$ cat config.mk
export PLATFORM = sky130hd
export DESIGN_NAME = intc_wb_flat
export DESIGN_NICKNAME = d
export VERILOG_FILES = /design/src/rtl/intc_wb_if.sv /design/src/rtl/intc_wb.sv /design/src/flat_wrapper.sv
export SDC_FILE = /design/constraint.sdc
export NUM_CORES = 1
export LEC_CHECK = 0
export BUFFER_PORTS_ARGS = -buffer_cell sky130_fd_sc_hd__buf_2
export CAP_MARGIN = 15
export CORE_MARGIN = 2
export CORE_UTILIZATION = 25
export CTS_CLUSTER_DIAMETER = 100
export DETAILED_ROUTE_END_ITERATION = 12
export PLACE_DENSITY_LB_ADDON = 0.12
export SLEW_MARGIN = 20
export SYNTH_ARGS = -nofsm -noshare
export SYNTH_HDL_FRONTEND = slang
export SYNTH_SLANG_ARGS = --single-unit
$ cat constraint.sdc
create_clock -name clk_i -period 1.7 [get_ports clk_i]
set_input_delay 0.17 -clock clk_i [delete_from_list [all_inputs] [get_ports clk_i]]
set_output_delay 0.17 -clock clk_i [all_outputs]
set_load 0.05 [all_outputs]
$ cat src/rtl/intc_wb_if.sv
// Wishbone slave bus bundle for the interrupt controller: CPU side is master, intc_wb is slave.
interface intc_wb_if;
   logic        cyc;
   logic        stb;
   logic        we;
   logic [1:0]  adr;
   logic [3:0]  sel;
   logic [31:0] dat_w;
   logic [31:0] dat_r;
   logic        ack;

   modport master (
      output cyc, stb, we, adr, sel, dat_w,
      input  dat_r, ack
   );

   modport slave (
      input  cyc, stb, we, adr, sel, dat_w,
      output dat_r, ack
   );
endinterface

$ cat src/rtl/intc_wb.sv
// Wishbone-mapped interrupt controller: per-source level/edge latch, mask and fixed priority,
// with a registered vector code and request flag to the CPU.
module intc_wb #(
   parameter int unsigned NSRC     = 8,
   parameter int unsigned VECW     = 4,
   parameter int unsigned VEC_BASE = 2,
   parameter int unsigned NMI_VEC  = 1
) (
   input  logic            clk_i,
   input  logic            rst_i,
   intc_wb_if.slave        bus,
   input  logic [NSRC-1:0] irq_i,
   input  logic            nmi_i,
   input  logic            int_en_i,
   output logic [VECW-1:0] inter_o,
   output logic            irq_o
);

   // Registers are kept 32 bits wide; bits at or above NSRC are held at zero by this mask.
   localparam logic [31:0] SrcMask = 32'((64'd1 << NSRC) - 64'd1);

   typedef enum logic [1:0] {StIdle, StAck, StWait} bus_st_e;

   bus_st_e         st_q, st_d;
   logic [31:0]     pend_q, pend_d;
   logic [31:0]     en_q, en_d;
   logic [31:0]     mode_q, mode_d;
   logic [31:0]     prev_q;
   logic [31:0]     dat_q, dat_d;
   logic [VECW-1:0] inter_q, inter_d;
   logic            irq_q, irq_d;

   logic        req;
   logic        wr;
   logic [31:0] be_mask;
   logic [31:0] wbits;
   logic [31:0] clr;
   logic [31:0] irq_w;
   logic [31:0] rise;
   logic [31:0] masked;
   logic [31:0] rd_data;

   assign req     = bus.cyc & bus.stb;
   assign wr      = (st_q == StAck) & req & bus.we;
   assign be_mask = {{8{bus.sel[3]}}, {8{bus.sel[2]}}, {8{bus.sel[1]}}, {8{bus.sel[0]}}};
   assign wbits   = bus.dat_w & be_mask & SrcMask;
   assign irq_w   = 32'(irq_i);
   assign rise    = irq_w & ~prev_q;
   assign masked  = pend_q & en_q;

   // One ack per strobe: after acking, wait for cyc&stb to drop before accepting again.
   always_comb begin
      st_d = st_q;
      unique case (st_q)
         StIdle:  if (req) st_d = StAck;
         StAck:   st_d = req ? StWait : StIdle;
         StWait:  if (!req) st_d = StIdle;
         default: st_d = StIdle;
      endcase
   end

   always_comb begin
      en_d   = en_q;
      mode_d = mode_q;
      clr    = '0;
      if (wr) begin
         unique case (bus.adr)
            2'd0:    clr    = wbits;
            2'd1:    en_d   = (en_q & ~be_mask) | wbits;
            2'd2:    mode_d = (mode_q & ~be_mask) | wbits;
            default: ;
         endcase
      end
      // Edge bits: a new edge beats a same-cycle clear. Level bits simply follow irq_i.
      pend_d = ((mode_q & (rise | (pend_q & ~clr))) | (~mode_q & irq_w)) & SrcMask;
   end

   always_comb begin
      irq_d   = (|masked) | nmi_i;
      inter_d = '0;
      if (int_en_i) begin
         if (nmi_i) begin
            inter_d = VECW'(NMI_VEC);
         end else begin
            for (int i = 0; i < int'(NSRC); i++) begin
               if (masked[i]) inter_d = VECW'(VEC_BASE + i);
            end
         end
      end
   end

   always_comb begin
      rd_data = '0;
      unique case (bus.adr)
         2'd0: rd_data = pend_q;
         2'd1: rd_data = en_q;
         2'd2: rd_data = mode_q;
         2'd3: begin
            rd_data[31]       = irq_q;
            rd_data[30]       = nmi_i;
            rd_data[29]       = int_en_i;
            rd_data[VECW-1:0] = inter_q;
         end
         default: ;
      endcase
      dat_d = (st_d == StAck) ? rd_data : '0;
   end

   always_ff @(posedge clk_i) begin
      if (rst_i) begin
         st_q    <= StIdle;
         pend_q  <= '0;
         en_q    <= '0;
         mode_q  <= '0;
         prev_q  <= '0;
         dat_q   <= '0;
         inter_q <= '0;
         irq_q   <= 1'b0;
      end else begin
         st_q    <= st_d;
         pend_q  <= pend_d;
         en_q    <= en_d;
         mode_q  <= mode_d;
         prev_q  <= irq_w;
         dat_q   <= dat_d;
         inter_q <= inter_d;
         irq_q   <= irq_d;
      end
   end

   assign bus.ack   = (st_q == StAck);
   assign bus.dat_r = dat_q;
   assign inter_o   = inter_q;
   assign irq_o     = irq_q;

endmodule

$ cat src/flat_wrapper.sv
// flat-port wrapper written by rule: the top's interface ports become plain ports
module intc_wb_flat 
#(
   parameter int unsigned NSRC     = 8,
   parameter int unsigned VECW     = 4,
   parameter int unsigned VEC_BASE = 2,
   parameter int unsigned NMI_VEC  = 1
)
  (clk_i, rst_i, irq_i, nmi_i, int_en_i, inter_o, irq_o, bus_cyc, bus_stb, bus_we, bus_adr, bus_sel, bus_dat_w, bus_dat_r, bus_ack);
  intc_wb_if bus_i ();
  input  logic clk_i;
  input  logic rst_i;
  input  logic [NSRC-1:0] irq_i;
  input  logic nmi_i;
  input  logic int_en_i;
  output logic [VECW-1:0] inter_o;
  output logic irq_o;
  input wire logic [$bits(bus_i.cyc)-1:0] bus_cyc;
  input wire logic [$bits(bus_i.stb)-1:0] bus_stb;
  input wire logic [$bits(bus_i.we)-1:0] bus_we;
  input wire logic [$bits(bus_i.adr)-1:0] bus_adr;
  input wire logic [$bits(bus_i.sel)-1:0] bus_sel;
  input wire logic [$bits(bus_i.dat_w)-1:0] bus_dat_w;
  output wire logic [$bits(bus_i.dat_r)-1:0] bus_dat_r;
  output wire logic [$bits(bus_i.ack)-1:0] bus_ack;
  assign bus_i.cyc = bus_cyc;
  assign bus_i.stb = bus_stb;
  assign bus_i.we = bus_we;
  assign bus_i.adr = bus_adr;
  assign bus_i.sel = bus_sel;
  assign bus_i.dat_w = bus_dat_w;
  assign bus_dat_r = bus_i.dat_r;
  assign bus_ack = bus_i.ack;
  intc_wb #(.NSRC(NSRC), .VECW(VECW), .VEC_BASE(VEC_BASE), .NMI_VEC(NMI_VEC)) u_core (.clk_i(clk_i), .rst_i(rst_i), .bus(bus_i), .irq_i(irq_i), .nmi_i(nmi_i), .int_en_i(int_en_i), .inter_o(inter_o), .irq_o(irq_o));
endmodule
After elaboration in Yosys (flattened, before gate mapping)
Index checks and enable logic that the tools add are counted.

operators by class
  $add $sub $neg = 0
  $mul = 0
  divide/modulo/power cells = 0
  $lt $le $gt $ge = 0
  eq/ne operators = 6
  shifts and indexed selects = 0
  mux-type cells = 18
  bitwise logic cells = 22
  reductions and logical operators = 9

operator list
  operator                                              count
  case mux 25 bit (3 select lines)                      1
  bitwise AND 32 bit                                    2
  OR 32 x 8 -> 32 bit                                   2
  bitwise AND 8 bit                                     5
  bitwise AND 8 x 32 -> 32 bit                          1
  inverter 32 bit                                       1
  OR reduction 32 bit                                   1
  inverter 8 bit                                        3
  two-way mux 8 bit                                     2
  OR 8 bit                                              2
  case mux 4 bit (4 select lines)                       1
  two-way mux 3 bit                                     4
  case mux 3 bit (4 select lines)                       1
  two-way mux 2 bit                                     5
  two-way mux 4 bit                                     2
  equality test 2 x 1 -> 1 bit (second input constant)  3
  equality test 2 bit (second input constant)           3
  case mux 2 bit (3 select lines)                       1
  OR reduction 5 bit                                    1
  zero test 2 bit                                       2
  AND reduction 2 bit                                   2
  OR reduction 2 bit                                    2
  bitwise AND 1 bit                                     3
  OR reduction 3 bit                                    1
  other kinds (3)                                       4

storage, ports and cells
  bits in registers = 119
  bits in latches = 0
  bits in writable memories = 0
  bits in read-only memories = 0
  input bits = 53
  logic and storage cells = 65
  memories = 0

Longest topological paths before layout
Gate-level depths: netlist (run 1).

  word-level depth = 10
  mapped depth = 6

Worst setup path after synthesis (run 1)
No wires, ideal clock.

  path type = reg2reg
  start point = register u_core.st_q[1]
  end point = register u_core.pend_q[0]
  data arrival time = 1.314 ns
  slack = 0.269 ns
  cell stages (with the launch flop) = 5
  period minus slack after synthesis = 1.431 ns
  cells stage by stage = dfxtp_1 > nand4b_1 > nor4_2 > nand2_1 > a22o_1

on the way
  cells in the longest elaborated chain, start to end = 9

ends and longest elaborated chain
  item                            line            source
  from (decl)                     intc_wb.sv:24   bus_st_e st_q, st_d;
  from (signal assigned)          intc_wb.sv:111  st_q <= StIdle;
  from (signal assigned)          intc_wb.sv:120  st_q <= st_d;
  equality test 2 x 1 -> 1 bit    intc_wb.sv:44   assign wr = (st_q == StAck) & req & bus.we;
  bitwise AND 1 bit (2 in a row)  intc_wb.sv:44
  two-way mux 8 bit               intc_wb.sv:66   if (wr) begin
  inverter 8 bit                  intc_wb.sv:75   pend_d = ((mode_q & (rise | (pend_q & ~clr))) | (~mode_q & irq_w)) & SrcMask;
  bitwise AND 8 bit               intc_wb.sv:75
  OR 8 bit                        intc_wb.sv:75
  bitwise AND 8 bit               intc_wb.sv:75
  OR 8 bit                        intc_wb.sv:75
  to (signal assigned)            intc_wb.sv:121  pend_q <= pend_d;
  to (decl)                       intc_wb.sv:25   logic [31:0] pend_q, pend_d;

Every way passes these cells.
A chain may end at the register's enable or synchronous reset.

Final worst setup path (run 1)
  start point = register u_core.st_q[1]
  end point = register u_core.mode_q[17]

on the way
  cells in the longest elaborated chain, start to end = 4

ends and longest elaborated chain
  item                            line            source
  equality test 2 x 1 -> 1 bit    intc_wb.sv:44
  bitwise AND 1 bit (2 in a row)  intc_wb.sv:44
  AND reduction 2 bit (no line)   n/a
  to (signal assigned)            intc_wb.sv:123  mode_q <= mode_d;
  to (decl)                       intc_wb.sv:27   logic [31:0] mode_q, mode_d;

Every way passes these cells.

==> results of run 1 <==
==> path summary, 6_finish.rpt <==
path                   start                end  slack (ns)  depth (start not counted)
max           u_core.st_q[1]  u_core.mode_q[17]        0.14                          5
min                 irq_i[6]   u_core.prev_q[6]        0.02                          2
max reg2reg   u_core.st_q[1]  u_core.mode_q[17]        0.14                          5
min reg2reg  u_core.en_q[14]    u_core.en_q[14]        0.46                          1
==> cell usage after synthesis <==
master    instances
a22o_1            8
dfxtp_1         119
a221oi_1          3
buf_1             1
a32o_1            1
nor4_2            1
nor3b_1           1
a21oi_1           5
nand2b_1          2
mux2_2            3
nor2_1           62
clkbuf_1         13
a22oi_1          25
or4_1             1
a31oi_1           7
mux4_2            4
xnor2_1           1
nor4_4            1
inv_1             2
nand2_1          32
a21o_1            1
nor2b_1          14
nand4b_1          2
nor3_1            2
inv_2             1
a211oi_1          1
and2_1           48
buf_2             3
mux2i_1          20
==> timing repair <==
action	CTS	global route
setup endpoints to repair	0	11
resized for setup	0	3
endpoints found under the hold margin	1	0
hold buffers	1	0
==> area by class of cell <==
cell class	instances	area share
clock buffer	22	0.0900
clock inverter	10	0.0312
inverter	3	0.00209
multi-input combinational	245	0.291
sequential	119	0.443
tap	216	0.0502
timing repair buffer	85	0.0930
==> cell usage in the layout, fill, tap and decap left out, types with 3 or more instances in the layout <==
master,Yosys,routed
nand2_1,32,32
nor2_1,62,61
nor2b_1,14,13
a221oi_1,3,3
clkbuf_16,0,17
a21oi_1,5,5
clkinvlp_4,0,4
a22oi_1,25,25
a31oi_1,7,5
buf_4,0,16
buf_2,3,66
bufinv_16,0,4
clkbuf_8,0,4
a22o_1,8,8
mux2i_1,20,20
dfxtp_1,119,119
mux4_2,4,4
and2_1,48,48
mux2_2,3,3
==> through the flow <==
step                      cells   util
after detailed placement    667  0.298
after global routing        700  0.341
final                       700  0.341
after floorplan             384      -
after global placement      667  0.298
after CTS                   700  0.340
==> kinds of logic after synthesis <==
| logic type | after synthesis | share of synthesized area |
|---|---|---|
| simple gates | 166 | 0.207 |
| flops | 119 | 0.595 |
| compound gates | 51 | 0.0944 |
| mux | 27 | 0.0810 |
| buf+inv | 20 | 0.0197 |
| xor+xnor | 1 | 0.00219 |
==> per-layer routing <==
metal / vias to the layer above / global-route usage
met2: 63 / 0.177
met5: - / 0
li1: 1483 / -
met1: 1299 / 0.160
met4: 0 / 0.0544
met3: 12 / 0.0395
==> power groups by stage <==
stage | Sequential (µW) | Clock (µW) | Combinational (µW)
finish | 2830 | 3880 | 251
global route | 2840 | 4090 | 276
CTS | 2830 | 3970 | 254
detailed placement | 2890 | 0 | 252
global placement | 2890 | 0 | 252
floorplan | 2900 | 0 | 115
==> run metrics, run 1 <==
NetSw 1440 µW; Clock Latency Late Sink 0.41 ns; M1 WL 4790 µm; Reg area 2380 µm²; drt pass-1 iters 6; Avg WL per Cell 13.7 µm; Die H 131 µm; Post-DRT Antenna Nets 0; Top Family by Delay on Critical Path compound AO/OA/AOI/OAI gates; clk sinks 119; Mapped Area 4000 µm²; Seq pwr share 0.407; Routed WL 9560 µm; total die area 17000 µm²; sw frac 0.206; CP max-delay cell a31oi_1; CP startpoint kind register; # diodes 0; worst vdd ir 654 µV; Critical Path AT 1.91 ns; core area 15800 µm²; final hold vios 0; Cell Int Power 5520 µW; Period minus WS final 1.56 ns; Crit. End Element register; Root Buffer clkbuf_16; area leader, netlist dfxtp_1; met3 WL 437 µm; skew final 0.00513 ns; initial antenna violation count 0; RSZ-0062 raised after global routing false; # IOs 91; Logic pwr share 0.036; Mapped Cells 384; vias in the first global route 2758; max_slew headroom 0.605; Synth Register Bits 119; met2 wire length 4170 µm; Num CTS Buffers 17; P per Cell Area 1290 nW/µm²; area of the multi-input gates 1560 µm²; placed cell area 4700 µm²; Avg Vias per Cell 4.08; period utilization 0.917; Worst Path Required 2.05 ns; max incr delay on CP 0.51 ns; Final #Nets 524; final setup violating endpoints 0; port bufs 66; worst setup margin 0.142 ns; FILL cells 1655; synth warn 0; first-pass GRT wire length 15200 µm; worst slew pin tran 0.590 ns; crit path cell chain nand4b_1 > nor2_1 > buf_4 > a31oi_1 > and2_1; worst-case clock buffer depth 2; Top Metal Used met4; overall power 6960 µW; dominant cells by area after synthesis dfxtp_1 60%, and2_1 7.5%, nor2_1 5.8%, mux2i_1 5.0%, a22oi_1 4.7%; crit path max fanout 8; status finished clean; Routability Congestion 0.724; die width 131 µm; global-route usage over all layers 0.120; layout cell share with drive strength beyond 1 0.269; CP Class reg -> reg; number of max-cap violations 0; Setup Fix Bufs, Post-CTS 0; fin area 5380 µm²; Max Clk Rate 0.642 GHz; # DRC 0; Worst Path Buf+Inv 1; Via Count 2857; synthesized area per cell 10.4 µm²; area growth from synthesis to layout 34.4%; largest net degree at the start of global routing 42; Rows 46; Seq/Total Area, Yosys 0.595; Slew Limit Fails 0; Worst Hold Slack 0.0200 ns; Initial Util 0.254; Netlist cell types 29; Clk pwr share 0.557; CTS tree yes; initial DRC count 134; share of the synthesized area in the top cell type 0.595; DP HPWL 6430 µm; Setup TNS 0 ns; Pleak 0.00215 µW; Syn Nets 437; clock-pin slew on the worst setup and hold paths 0.05 ns; gr ovfl total 0; H-tree levels 4; min-delay worst type in -> reg; dpl ws 0.114 ns
Power figures use the tool's default switching activity.
==> run 2: changes to the inputs <==
Settings changed: ABC_AREA set to 1, REMOVE_ABC_BUFFERS set to 1.
Clock period 1.7 ns to 1.5 ns, I/O delays scaled along.
==> run metrics, run 2 <==
crit path max fanout 8 (unchanged); max incr delay on CP 0.34 ns (-0.17 ns); most common cell in the synthesized netlist nand2_1; Root Buffer clkbuf_16; Async S/R FF share, synth 0 (unchanged); Slew Limit Fails 0 (unchanged); # DRC 0 (unchanged); fin area 5870 µm² (+9.1%); share of the synthesized area in the top cell type 0.535 (-0.0599); total die area 18900 µm² (+11%); worst vdd ir 775 µV (+19%); Final #Nets 704 (+34%); CTS tree yes; synth warn 0 (unchanged); Routed WL 11000 µm (+15%); commonest non-fill, non-tap cell in the layout nand2_1; Worst path most repeated cell nand3_1; area leader, netlist dfxtp_1; Num CTS Buffers 17 (unchanged); first-pass GRT wire length 17800 µm (+18%); final setup violating endpoints 0 (unchanged); vias in the first global route 3530 (+28%); Critical Path AT 1.71 ns (-0.20 ns); placed cell area 5070 µm² (+8.0%); gr ovfl total 0 (unchanged); clock-pin slew on the worst setup and hold paths 0.05 ns (about the same); layout cell share with drive strength beyond 1 0.193 (-0.0758); global-route usage over all layers 0.125 (+0.00524); Avg Vias per Cell 4.12 (+1.1%); initial DRC count 155 (+16%); worst-case clock buffer depth 2 (unchanged); most frequent cells in the layout 139 x nand2_1, 119 x dfxtp_1, 107 x inv_1; Routability Congestion 0.749 (+3.5%); dominant cells by area after synthesis dfxtp_1 54%, nand2_1 12%, inv_1 9.0%, nand3_1 6.5%, nor2_1 4.6%; clk sinks 119 (unchanged); worst slew pin tran 0.308 ns (-0.283 ns); RSZ-0062 raised after global routing true; area growth from synthesis to layout 31.9%; Clock Latency Late Sink 0.41 ns (about the same); Final Core Density 0.338 (-0.00306); most frequently used flop master after synthesis dfxtp_1; CP max-delay cell dfxtp_1; max_slew headroom 0.794 (+0.190); P per Cell Area 1380 nW/µm² (+6.8%); min-delay worst type in -> reg; Via Count 3667 (+28%); Period minus WS final 1.41 ns (-0.151 ns); crit path cell chain inv_2 > nor2_4 > nand3_1 > nor2_1 > nand2_1 > nand3_1 > inv_1; final hold vios 0 (unchanged); CP Class reg -> reg; Crit. End Element register; # IOs 91 (unchanged); skew final 0.0118 ns (+0.00669 ns); Setup Fix Bufs, Post-CTS 0 (unchanged); Pleak 0.00318 µW (+48%); Seq/Total Area, Yosys 0.535 (-0.0599); Rows 48 (+4.3%); drt pass-1 iters 4 (-2); Netlist cell types 29 (unchanged); Synth Register Bits 119 (unchanged); # diodes 0 (unchanged); H-tree levels 4 (unchanged); Mapped Area 4450 µm² (+11%); core area 17400 µm² (+10%); # resized after CTS 0 (unchanged); most frequent cells after synthesis 139 x nand2_1, 119 x dfxtp_1, 107 x inv_1; Worst Path Required 1.80 ns (-0.25 ns); Max Clk Rate 0.711 GHz (+11%); Mapped Cells 560 (+46%); number of max-cap violations 0 (unchanged); initial antenna violation count 0 (unchanged); CP startpoint kind register; largest net degree at the start of global routing 38 (-9.5%); die width 137 µm (+5.3%); port bufs 66 (unchanged); Die H 137 µm (+5.3%); Post-DRT Antenna Nets 0 (unchanged); Avg WL per Cell 12.4 µm (-9.2%); DP HPWL 7430 µm (+16%); Worst Hold Slack 0.0136 ns (-0.00640 ns); Initial Util 0.256 (+0.00261); synthesized area per cell 7.95 µm² (-24%); status finished clean; period utilization 0.938 (+0.0216); Post-synth EDFFs 0 (unchanged)
-- run 2: cell types whose count changed in the layout (fill, tap and decap cells not counted), moves of 8 or more --
cell           delta
a22oi_1          -25
nor2b_1          -13
nand3_1          +58
nand2_1         +107
dlygate4sd3_1    +12
and2_1           -48
mux2i_1          -20
o21ai_0           +8
a22o_1           +13
inv_1           +105
-- run 2: layout make-up --
type	count	area [µm²]
Tap cell	225	282
Timing Repair Buffer	92	608
Clock buffer	23	468
Multi-Input combinational cell	308	1510
Fill cell	1829	11500
Clock inverter	9	195
Sequential cell	119	2380
Inverter	113	424
-- run 2: metrics by stage --
step	worst slack (ns)	TNS, ns	std cells	total power [µW]
finish	0.0927	0	889	8110
global route	-0.0632	-0.831	889	8390
CTS	0.0612	0	889	8240
detailed placement	0.0834	0	844	3570
global placement	0.146	0	844	3570
floorplan	0.106	0	540	3400
-- run 2: logic make-up after synthesis --
kind of cell | Yosys count | share of synthesized area
flops | 119 | 0.535
simple gates | 265 | 0.258
buf+inv | 133 | 0.126
compound gates | 43 | 0.0807
-- run 2: power by group --
group / total [µW] / switching, µW / internal [µW]
clock: 4580 / 1390 / 3200
sequential: 3210 / 16.4 / 3190
combinational: 315 / 203 / 112
total: 8110 / 1610 / 6500
-- run 2: repair_timing --
action / 4_1_cts / 5_1_grt
endpoints found under the hold margin: 15 / 0
hold buffers: 13 / 0
endpoints found under the setup margin: 0 / 24
-- run 2: worst paths after layout --
| kind | startpoint | endpoint | slack [ns] | depth (start not counted) |
|---|---|---|---|---|
| setup / recovery | u_core.st_q[0] | u_core.mode_q[10] | 0.09 | 7 |
| hold / removal | bus_dat_w[3] | register | 0.01 | 3 |
| hold reg to reg | u_core.mode_q[21] | u_core.mode_q[21] | 0.45 | 2 |
| setup reg to reg | u_core.st_q[0] | u_core.mode_q[10] | 0.09 | 7 |
-- run 2: metal layers --
layer	wire, µm	global-route usage	vias to the layer above	part of all wire
li1	-	-	1911	-
met1	5330	0.155	1687	0.48
met2	5140	0.206	61	0.47
met3	440	0.0375	8	0.040
met4	125	0.0447	0	0.011
met5	0	0	-	0
-- run 2: worst max-delay path, delay by kind of cell, from the launching register on --
kind                   cells  cell delay (ns)
and+or+nand+nor            5             0.87
DFF                        1             0.34
buffers and inverters      2             0.09
==> run 3: changes to the inputs <==
Settings changed: CTS_BUF_LIST set to sky130_fd_sc_hd__clkbuf_16.
==> run metrics, run 3 (same netlist as run 2, synthesis figures left out) <==
P per Cell Area 1360 nW/µm² (-1.3%); placed cell area 5070 µm² (unchanged); min-delay worst type in -> reg; CTS tree yes; worst slew pin tran 0.306 ns (-0.00130 ns); Avg Vias per Cell 4.15 (+0.60%); die width 137 µm (unchanged); Top Usage Layer GRT met2; Via Count 3689 (+0.60%); Max Clk Rate 0.711 GHz (about the same); core area 17400 µm² (unchanged); CP Class reg -> reg; Post-DRT Antenna Nets 0 (unchanged); skew final 0.00889 ns (-0.00293 ns); Pleak 0.00319 µW (+0.17%); # DRC 0 (unchanged); Die H 137 µm (unchanged); global-route met1 utilization 0.155 (-0.000226); Clock Latency Late Sink 0.41 ns (about the same); Routability Congestion 0.749 (unchanged); dpl ws 0.0834 ns (unchanged); most frequent cells in the layout 139 x nand2_1, 119 x dfxtp_1, 111 x inv_1; period utilization 0.938 (about the same); Setup TNS 0 ns (unchanged); clock-pin slew on the worst setup and hold paths 0.05 ns (about the same); Rows 48 (unchanged); non-filler cells in the finished layout 889 (unchanged); Initial Util 0.256 (unchanged); layout cell share with drive strength beyond 1 0.190 (-0.00301); # IOs 91 (unchanged); Crit. End Element register; max incr delay on CP 0.34 ns (about the same); Root Buffer clkbuf_16; global-route usage over all layers 0.125 (about the same); hold path startpoint bus_dat_w[3]; initial antenna violation count 0 (unchanged); Num CTS Buffers 17 (unchanged); crit path max fanout 8 (unchanged); status finished clean; gr ovfl total 0 (unchanged); RSZ-0062 raised after global routing true; final setup violating endpoints 0 (unchanged); crit path cell chain inv_2 > nor2_4 > nand3_1 > nor2_1 > nand2_1 > nand3_1 > inv_1; commonest non-fill, non-tap cell in the layout nand2_1; Final #Nets 704 (unchanged); H-tree levels 4 (unchanged); R2R Path Start u_core.st_q[0]; Reg area 2380 µm² (unchanged); sw frac 0.201 (+0.00324); Final Core Density 0.337 (-0.00115); grt met3 use 0.0375 (unchanged); Avg WL per Cell 12.4 µm (about the same); initial DRC count 171 (+10%); largest net degree at the start of global routing 38 (unchanged); clk sinks 119 (unchanged); DP HPWL 7430 µm (unchanged); Worst path most repeated cell nand3_1; reg-to-reg setup timing slack 0.09 ns (about the same); port bufs 66 (unchanged); number of max-cap violations 0 (unchanged); met2 Use GR 0.206 (unchanged); Slew Limit Fails 0 (unchanged); max_slew headroom 0.795 (+0.000872); vias in the first global route 3525 (-0.14%); first-pass GRT wire length 17800 µm (about the same); fin area 5850 µm² (-0.34%); Seq pwr share 0.402 (+0.006); Worst Path Required 1.80 ns (about the same); worst setup margin 0.0931 ns (+0.000475 ns); Routed WL 11000 µm (about the same); Critical Path AT 1.71 ns (about the same); FILL cells 1832 (+0.16%); Setup Fix Bufs, Post-CTS 0 (unchanged); Clk pwr share 0.558 (-0.007); Placed Cells 844 (unchanged); worst reg2reg path depth 7 (unchanged); Cell Int Power 6370 µW (-2.0%); worst vdd ir 778 µV (+0.34%); Period minus WS final 1.41 ns (-0.000475 ns); area of the multi-input gates 1510 µm² (unchanged); drt pass-1 iters 4 (unchanged); Logic pwr share 0.040 (about the same); # diodes 0 (unchanged); area growth from synthesis to layout 31.4%; CP max-delay cell dfxtp_1; total die area 18900 µm² (unchanged); NetSw 1610 µW (about the same); Hold Crit Depth 3 (unchanged); final hold vios 0 (unchanged); RR Endpoint u_core.mode_q[10]; CP startpoint kind register; worst-case clock buffer depth 2 (unchanged)
## run 3: changes by cell type in the layout (fill, tap and decap cells not counted), sizes merged
cell	change
clkbuf	-6
inv	+4
clkinv	+2
## run 3: worst max path at each step
stage / slack (ns) / start / endpoint
2_1_floorplan: 0.11 / u_core.st_q[0] / u_core.mode_q[10]
3_3_place_gp: 0.15 / u_core.st_q[0] / u_core.mode_q[15]
3_5_place_dp: 0.08 / u_core.st_q[0] / u_core.mode_q[10]
4_1_cts: 0.06 / u_core.st_q[0] / u_core.mode_q[10]
5_1_grt: -0.06 / u_core.st_q[0] / u_core.mode_q[25]
6_report: 0.09 / u_core.st_q[0] / u_core.mode_q[10]
## run 3: what timing repair did
| item | in CTS | in global routing |
|---|---|---|
| setup endpoints to repair | 0 | 24 |
| endpoints found under the hold margin | 15 | 0 |
| gates resized for setup | 0 | 0 |
| hold buffers | 13 | 0 |
## run 3: final cells by class
| cell class | count | share of cell area |
|---|---|---|
| Timing Repair Buffer | 92 | 0.104 |
| Tap cell | 225 | 0.0481 |
| Clock buffer | 17 | 0.0728 |
| Multi-Input combinational cell | 308 | 0.258 |
| Inverter | 113 | 0.0725 |
| Sequential cell | 119 | 0.407 |
| Clock inverter | 15 | 0.0372 |
## run 3: power by group through the flow
stage / registers, µW / clock network (µW) / logic [µW]
floorplan: 3290 / 0 / 116
CTS: 3210 / 4580 / 320
finish: 3210 / 4450 / 315
global placement: 3280 / 0 / 293
global route: 3210 / 4700 / 346
detailed placement: 3280 / 0 / 294
## run 3: per-stage QoR
| stage | total power [µW] | hold slack [ns] |
|---|---|---|
| 2_1_floorplan | 3400 | 0.219 |
| 3_3_place_gp | 3570 | 0.360 |
| 3_5_place_dp | 3570 | 0.364 |
| 4_1_cts | 8110 | 0.000906 |
| 5_1_grt | 8260 | 0.0257 |
| 6_report | 7980 | 0.0150 |
## run 3: per-layer routing
metal  part of all wire  routed length (µm)  vias to the layer above
li1                   -                   -                     1909
met1               0.48                5280                     1697
met2               0.47                5140                       74
met3              0.043                 472                        9
met4              0.012                 136                        0
met5                  0                   0                        -
## run 3: worst max-delay path: cells and delay by family (launching register included)
kind                   cells  cell delay, ns
DFF                        1            0.34
buffers and inverters      2            0.09
and+or+nand+nor            5            0.87
